## src/rtl/control_unit.sv

```systemverilog
// Hardwired Moore control sequencer for the 32-bit datapath.
// Fetch (T0-T2), then an opcode-specific execute sequence (T3-T7), then back to T0.
module control_unit #(
  parameter logic [4:0] ALU_ADD = 5'b00011,
  parameter logic [4:0] ALU_SUB = 5'b00100,
  parameter logic [4:0] ALU_AND = 5'b00101,
  parameter logic [4:0] ALU_OR  = 5'b00110
) (
  input  logic        clk,
  input  logic        clr,
  input  logic [31:0] ir,
  input  logic        stop,
  output logic        PC_out,
  output logic        Zlo_out,
  output logic        MDR_out,
  output logic        R_out,
  output logic        BAout,
  output logic        C_out,
  output logic        In_out,
  output logic        MAR_in,
  output logic        Zlo_in,
  output logic        PC_in,
  output logic        MDR_in,
  output logic        IR_in,
  output logic        Y_in,
  output logic        Rin,
  output logic        Out_rd,
  output logic        Gra,
  output logic        Grb,
  output logic        Grc,
  output logic        IncPC,
  output logic        Read,
  output logic        Write,
  output logic [4:0]  op_sel,
  output logic        run,
  output logic        illegal
);

  localparam int unsigned OP_W = 5;

  localparam logic [OP_W-1:0] OP_LD   = 5'b00000;
  localparam logic [OP_W-1:0] OP_LDI  = 5'b00001;
  localparam logic [OP_W-1:0] OP_ST   = 5'b00010;
  localparam logic [OP_W-1:0] OP_IN   = 5'b01011;
  localparam logic [OP_W-1:0] OP_OUT  = 5'b01100;
  localparam logic [OP_W-1:0] OP_NOP  = 5'b11010;
  localparam logic [OP_W-1:0] OP_HALT = 5'b11011;

  typedef enum logic [3:0] {
    S_RST, S_T0, S_T1, S_T2, S_T3, S_T4, S_T5, S_T6, S_T7, S_HALT
  } state_e;

  typedef enum logic [3:0] {
    K_ALU, K_LDI, K_LD, K_ST, K_IN, K_OUT, K_NOP, K_HALT, K_ILL
  } kind_e;

  state_e          state_q, state_d;
  logic [OP_W-1:0] op_q, op_d;
  kind_e           kind_ir, kind_q;
  state_e          boundary_c;
  logic            unused_ir;

  // Instruction class of an opcode; anything unlisted is illegal.
  function automatic kind_e decode(input logic [OP_W-1:0] op);
    kind_e k;
    k = K_ILL;
    if (op == ALU_ADD || op == ALU_SUB || op == ALU_AND || op == ALU_OR) k = K_ALU;
    else if (op == OP_LDI)  k = K_LDI;
    else if (op == OP_LD)   k = K_LD;
    else if (op == OP_ST)   k = K_ST;
    else if (op == OP_IN)   k = K_IN;
    else if (op == OP_OUT)  k = K_OUT;
    else if (op == OP_NOP)  k = K_NOP;
    else if (op == OP_HALT) k = K_HALT;
    return k;
  endfunction

  assign kind_ir   = decode(ir[31:27]);
  assign kind_q    = decode(op_q);
  assign unused_ir = ^ir[26:0];

  // Instruction boundary: a pending stop diverts to HALT instead of the next fetch.
  assign boundary_c = stop ? S_HALT : S_T0;

  always_ff @(posedge clk or negedge clr) begin
    if (!clr) begin
      state_q <= S_RST;
      op_q    <= '0;
    end else begin
      state_q <= state_d;
      op_q    <= op_d;
    end
  end

  // Opcode is captured in T3 so T4-T7 sequencing does not depend on IR holding still.
  always_comb begin
    state_d = state_q;
    op_d    = op_q;
    case (state_q)
      S_RST: state_d = S_T0;
      S_T0:  state_d = S_T1;
      S_T1:  state_d = S_T2;
      S_T2:  state_d = S_T3;
      S_T3: begin
        op_d = ir[31:27];
        case (kind_ir)
          K_ALU, K_LDI, K_LD, K_ST: state_d = S_T4;
          K_HALT:                   state_d = S_HALT;
          default:                  state_d = boundary_c;
        endcase
      end
      S_T4:  state_d = S_T5;
      S_T5:  state_d = (kind_q == K_LD || kind_q == K_ST) ? S_T6 : boundary_c;
      S_T6:  state_d = S_T7;
      S_T7:  state_d = boundary_c;
      S_HALT: state_d = S_HALT;
      default: state_d = S_RST;
    endcase
  end

  // Control word decode; T3 reads the freshly loaded IR, later steps the captured opcode.
  always_comb begin
    PC_out  = 1'b0;
    Zlo_out = 1'b0;
    MDR_out = 1'b0;
    R_out   = 1'b0;
    BAout   = 1'b0;
    C_out   = 1'b0;
    In_out  = 1'b0;
    MAR_in  = 1'b0;
    Zlo_in  = 1'b0;
    PC_in   = 1'b0;
    MDR_in  = 1'b0;
    IR_in   = 1'b0;
    Y_in    = 1'b0;
    Rin     = 1'b0;
    Out_rd  = 1'b0;
    Gra     = 1'b0;
    Grb     = 1'b0;
    Grc     = 1'b0;
    IncPC   = 1'b0;
    Read    = 1'b0;
    Write   = 1'b0;
    op_sel  = '0;
    illegal = 1'b0;
    run     = (state_q != S_RST) && (state_q != S_HALT);
    case (state_q)
      S_T0: begin
        PC_out = 1'b1;
        MAR_in = 1'b1;
        IncPC  = 1'b1;
        Zlo_in = 1'b1;
      end
      S_T1: begin
        Zlo_out = 1'b1;
        PC_in   = 1'b1;
        Read    = 1'b1;
        MDR_in  = 1'b1;
      end
      S_T2: begin
        MDR_out = 1'b1;
        IR_in   = 1'b1;
      end
      S_T3: begin
        case (kind_ir)
          K_ALU: begin
            Grb   = 1'b1;
            R_out = 1'b1;
            Y_in  = 1'b1;
          end
          K_LDI, K_LD, K_ST: begin
            Grb   = 1'b1;
            BAout = 1'b1;
            Y_in  = 1'b1;
          end
          K_IN: begin
            In_out = 1'b1;
            Gra    = 1'b1;
            Rin    = 1'b1;
          end
          K_OUT: begin
            Gra    = 1'b1;
            R_out  = 1'b1;
            Out_rd = 1'b1;
          end
          K_ILL:   illegal = 1'b1;
          default: ;
        endcase
      end
      S_T4: begin
        Zlo_in = 1'b1;
        if (kind_q == K_ALU) begin
          Grc    = 1'b1;
          R_out  = 1'b1;
          op_sel = op_q;
        end else begin
          C_out  = 1'b1;
          op_sel = ALU_ADD;
        end
      end
      S_T5: begin
        Zlo_out = 1'b1;
        if (kind_q == K_LD || kind_q == K_ST) begin
          MAR_in = 1'b1;
        end else begin
          Gra = 1'b1;
          Rin = 1'b1;
        end
      end
      S_T6: begin
        MDR_in = 1'b1;
        if (kind_q == K_ST) begin
          Gra   = 1'b1;
          R_out = 1'b1;
        end else begin
          Read = 1'b1;
        end
      end
      S_T7: begin
        if (kind_q == K_ST) begin
          Write = 1'b1;
        end else begin
          MDR_out = 1'b1;
          Gra     = 1'b1;
          Rin     = 1'b1;
        end
      end
      default: ;
    endcase
  end

endmodule

```

## config.mk

```make
export PLATFORM = sky130hd
export DESIGN_NAME = control_unit
export DESIGN_NICKNAME = d
export VERILOG_FILES = /design/src/rtl/control_unit.sv
export SDC_FILE = /design/constraint.sdc
export NUM_CORES = 1
export LEC_CHECK = 0
export CAP_MARGIN = 20
export CORE_ASPECT_RATIO = 0.7
export CORE_MARGIN = 2
export CORE_UTILIZATION = 35
export DETAILED_ROUTE_END_ITERATION = 16
export GPL_ROUTABILITY_DRIVEN = 0
export HOLD_SLACK_MARGIN = 0.1
export PLACE_DENSITY = 0.83
export SLEW_MARGIN = 20
export SYNTH_ARGS = -nofsm -noshare
export SYNTH_HDL_FRONTEND = slang
export SYNTH_SLANG_ARGS = --single-unit
```

## constraint.sdc

```tcl
create_clock -name clk -period 2.15 [get_ports clk]
set_input_delay 0.3225 -clock clk [delete_from_list [all_inputs] [get_ports clk]]
set_output_delay 0.3225 -clock clk [all_outputs]
set_load 0.05 [all_outputs]
```

# After elaboration in Yosys (flattened, before gate mapping)

Cells that the tools add are included.

Output and inout bits: 28
Register bits after elaboration: 9

Reductions and logical operators: 21
Multiplexer cells: 55
Eq/ne operators: 39

Operators with widths:

| operator                                             | number |
|---|---|
| 2-to-1 mux 4 bit                                     | 18 |
| one-hot mux 4 bit (10 select lines)                  | 1 |
| equality test 5 x 3 -> 1 bit (second input constant) | 6 |
| equality test 4 x 3 -> 1 bit (second input constant) | 7 |
| 2-to-1 mux 1 bit                                     | 27 |
| equality test 4 x 2 -> 1 bit (second input constant) | 6 |
| equality test 5 x 2 -> 1 bit (second input constant) | 4 |
| equality test 5 x 4 -> 1 bit (second input constant) | 4 |
| equality test 5 bit (second input constant)          | 4 |
| equality test 4 bit (second input constant)          | 3 |
| zero test 4 bit                                      | 3 |
| equality test 5 x 1 -> 1 bit (second input constant) | 2 |
| zero test 5 bit                                      | 2 |
| 2-to-1 mux 5 bit                                     | 2 |
| OR reduction 2 bit                                   | 5 |
| equality test 4 x 1 -> 1 bit (second input constant) | 2 |
| one-hot mux 4 bit (2 select lines)                   | 1 |
| logical OR 1 bit                                     | 7 |
| one-hot mux 1 bit (2 select lines)                   | 3 |
| one-hot mux 1 bit (3 select lines)                   | 2 |
| inequality test 4 bit (second input constant)        | 1 |
| one-hot mux 1 bit (4 select lines)                   | 1 |
| nonzero test 4 bit                                   | 1 |
| OR reduction 4 bit                                   | 1 |
| 2 further kinds                                      | 2 |

# Longest topological paths before layout

Depth in word-level cells: 13
Depth in mapped cells: 5

# Least setup slack after synthesis

OpenSTA, ideal clock, no wires.

Path kind: register -> output
Start: reg state_q[3]
End: out BAout
Path slack: -0.828 ns
Data arrival time: 2.656 ns
Stages on the path, launching flop included: 5
Buffers on the path: 1
Cells stage by stage: dfrtp_1 > buf_2 > nor4b_4 > nand2b_2 > nor4b_1

Cells in the longest elaborated chain, start to end: 2

Ends and longest elaborated chain:

| item                         | RTL line | source |
|---|---|---|
| from (decl)                  | 57       | `state_e state_q, state_d;` |
| from (signal assigned)       | 90       | `state_q <= state_d;` |
| equality test 4 x 3 -> 1 bit | 147      | `case (state_q)` |
| 2-to-1 mux 1 bit             | 147      |  |
| to (decl)                    | 17       | `output logic BAout,` |

No other way between the ends.

# Final worst setup path

Start: reg op_q[3]
End: out Gra

Cells in the longest elaborated chain, start to end: 13
Elaborated cells between the ends (all ways): 29

Ends and longest elaborated chain:

| item                                            | RTL line      | source |
|---|---|---|
| from (decl)                                     | 58            | `logic [OP_W-1:0] op_q, op_d;` |
| from (signal assigned)                          | 91            | `op_q <= op_d;` |
| equality test 5 bit                             | 74            | `else if (op == OP_HALT) k = K_HALT;` |
| 2-to-1 mux 4 bit                                | 74            |  |
| 2-to-1 mux 4 bit                                | 73            | `else if (op == OP_NOP) k = K_NOP;` |
| 2-to-1 mux 4 bit                                | 72            | `else if (op == OP_OUT) k = K_OUT;` |
| 2-to-1 mux 4 bit                                | 71            | `else if (op == OP_IN) k = K_IN;` |
| 2-to-1 mux 4 bit                                | 70            | `else if (op == OP_ST) k = K_ST;` |
| 2-to-1 mux 4 bit                                | 69            | `else if (op == OP_LD) k = K_LD;` |
| 2-to-1 mux 4 bit                                | 68            | `else if (op == OP_LDI) k = K_LDI;` |
| 2-to-1 mux 4 bit *                              | 67            | `if (op == ALU_ADD \|\| op == ALU_SUB \|\| op == ALU_AND \|\| op == ALU_OR) k = K_ALU;` |
| equality test 4 x 2 -> 1 bit (on tied branches) | 203, 212, 220 |  |
| logical OR 1 bit                                | 203           | `if (kind_q == K_LD \|\| kind_q == K_ST) begin` |
| 2-to-1 mux 1 bit                                | 203           |  |
| one-hot mux 1 bit (4 select lines) *            | 147           |  |
| to (decl)                                       | 28            | `output logic Gra,` |

Mark *: on every way between the ends. The rest lies on a longest branch, timed or not.

==> flow_metrics.env <==
export IMPL_fillers=173
export IMPL_ys_async_sr_fraction_pct=100
export IMPL_h_tree_depth=1
export IMPL_crit_family="simple AND/OR/NAND/NOR gates"
export IMPL_synthesis_area_um2=890
export IMPL_final_cells=209
export IMPL_cts_root_buffer="clkbuf_4"
export IMPL_critPathRequiredTime_ps=1830
export IMPL_overflow=0
export IMPL_cp_arrival_ps=1920
export IMPL_area_growth_pct=101
export IMPL_grt_setup_unrepaired="true"
export IMPL_slowest_stage="or4_4"
export IMPL_maxClockFrequency_ghz=0.445
export IMPL_coreArea_um2=2440
export IMPL_power_per_cell_area_nw_per_um2=1430
export IMPL_synth_cell_types=41
export IMPL_die_y_um=46.2
export IMPL_fin_ws_ps=-96.1
export IMPL_slew_headroom_pct=63.8
export IMPL_cts_tree="done"
export IMPL_dp_cells=192
export IMPL_setup_viol=2
export IMPL_die_w_um=64.3
export IMPL_wl_um=3150
export IMPL_ys_seq_elements=9
export IMPL_start_kind="flop"
export IMPL_skew_ps=9.63
export IMPL_detail_route_antenna_nets=0
export IMPL_worstSetupPathType="reg -> out"
export IMPL_yosysSeqAreaShare_pct=25.3
export IMPL_via_per_inst=5.18
export IMPL_period_share_pct=104
export IMPL_ir_drop_mv=0.941
export IMPL_grt_pass1_vias=996
export IMPL_rr_startpoint="state_q[3]"
export IMPL_cts_buffers=3
export IMPL_rr_worst_depth=7
export IMPL_antenna_found_initial=0
export IMPL_clk_latency_ps=270
export IMPL_r2r_end="state_q[2]"
export IMPL_pin_count=63
export IMPL_final_util_pct=73.2
export IMPL_num_rows=15
export IMPL_report_final_slew_viol_count=0
export IMPL_cp_cell_sequence="or4_4 -> nand2_2 -> o32ai_2 -> a311o_1 -> buf_12"
export IMPL_synthFlopType="dfrtp_1"
export IMPL_min_period_ps=2250
export IMPL_worst_setup_path_end_kind="primary output"
export IMPL_crit_fanout=4
export IMPL_clockBufferDepth=2
export IMPL_synthCells=120
export IMPL_failed_checks="negative setup slack"
export IMPL_cp_num_cells=5
export IMPL_holdWs_ps=363
export IMPL_synth_area_leaders="dfrtp_1 25%, nand2_1 6.3%, nor2_1 5.5%, mux2_2 5.1%, a21oi_1 4.5%"
export IMPL_synth_edf_count=0
export IMPL_num_nets_final=211
export IMPL_place_port_buffers=33
export IMPL_reg2reg_slack_ps=530
export IMPL_crit_start="op_q[3]"
export IMPL_slowest_delay_ps=550
export IMPL_hold_buffers=0
export IMPL_clock_sinks=9
export IMPL_grt_max_degree=11
export IMPL_path_clk_slew_ps=70
export IMPL_dieArea_um2=2970
export IMPL_antenna_cells=0
export IMPL_hp_class="in -> async"
export IMPL_dr_first_iter_drc_count=51
export IMPL_hold_violations=0
export IMPL_critPathBufInv=1
export IMPL_start_util_pct=36.5
export IMPL_leakage_nw=0.765
export IMPL_drc_errors=0
export IMPL_dp_hpwl_um=2240
export IMPL_grt_pass1_wl_um=4620
export IMPL_yosysTopAreaCell="dfrtp_1"
export IMPL_avgSynthCellArea_um2=7.41
export IMPL_cap_violations=0
export IMPL_status="finished, violations left"
export IMPL_synth_top_area_share_pct=25.3
export IMPL_yosys_warnings=0
export IMPL_endpoint="Gra"
export IMPL_first_pass_iters=4
export IMPL_routedWlPerCell_um=15.1
export IMPL_vias=1083
export IMPL_layout_drive_gt1_share_pct=52.0
export IMPL_grtUsageTotal_pct=21.0
export IMPL_tightest_slew_ps=539
## stage by stage
step,total power (W),setup TNS [ps],area (um2),worst slack (ps)
floorplan,0.00149,-707,970,-196
global placement,0.00212,-40.3,1600,-40.3
detailed placement,0.00219,-81.1,1600,-81.1
CTS,0.00244,-149,1710,-131
global route,0.00268,-456,1790,-156
finish,0.00255,-160,1790,-96.1
## repair_timing
item / in CTS / in global routing
setup buffers: 7 / 6
pin swaps: 7 / 5
gates resized for setup: 15 / 6
endpoints found under the setup margin: 10 / 10
endpoints found under the hold margin: 0 / 0
## routing by layer
metal	vias up	part of all wire, %	GRT usage (%)
li1	531	-	-
met1	520	41	24.4
met4	0	0	4.68
met3	0	5.1	6.60
met2	32	54	39.0
met5	-	0	0
## worst min path at each step
stage | slack [ps] | startpoint | to
floorplan | 30 | clr | op_q[0]
global placement | 560 | state_q[3] | state_q[1]
detailed placement | 580 | state_q[3] | state_q[1]
CTS | 380 | clr | state_q[0]
global route | 380 | clr | state_q[0]
finish | 360 | clr | state_q[0]
## cell usage after synthesis (3+ instances only)
cell type / n
o21ai_0: 8
nand2b_1: 4
nor3_1: 8
dfrtp_1: 9
inv_1: 3
buf_4: 4
nor2_1: 13
a21oi_1: 8
mux2_2: 4
clkbuf_1: 7
nand2_1: 15
## power by group
group | internal (W) | leakage [nW] | switching, W
Clock | 0.0000717 | 0.0150 | 0.0000644
Sequential | 0.000260 | 0.105 | 0.000136
Combinational | 0.000909 | 0.645 | 0.00111
Total | 0.00124 | 0.765 | 0.00131
## cells in the final DEF (no fill, tap or decap), drive strengths merged, types with 3 or more instances in the layout
cell           instances
buf                   56
nand2                 15
nor2                  13
dfrtp                  9
o21ai                  8
a21oi                  8
nor3                   8
nand2b                 5
mux2                   4
clkdlybuf4s50          4
clkbuf                 4
nor4b                  3
inv                    3
dlygate4sd2            3
or2                    3
## cells by family (layout without fill, tap and decap cells)
family,Yosys count,in the layout,synth area share (%)
AOI/OAI and AO/OA,29,29,21.5
xor gates and xnor gates,2,2,1.97
buffers and inverters,16,70,8.72
DFF,9,9,25.3
muxes,5,5,6.19
other,1,2,0.422
and+or+nand+nor,58,58,35.9
## state kept, by name (all words and copies together), names as in the netlist
| signal | flops |
|---|---|
| state_q | 4 |
| op_q | 5 |
## worst reg2reg max path: stages (launching register included)
cell and delay, ps:
dfrtp_2 450, nor4b_4 320, buf_4 190, nand2b_4 70, a311oi_4 200, buf_6 160, buf_4 100, a21o_1 70
## layout make-up
class                           count  area, um2  share of cell area [%]
Clock buffer                        4       26.3                    1.47
Tap cell                           34       42.5                    2.38
Timing Repair Buffer               63        764                    42.8
Inverter                            3       11.3                   0.630
Sequential cell                     9        230                    12.9
Multi-Input combinational cell     96        712                    39.8
Power figures use the tool's default switching activity.
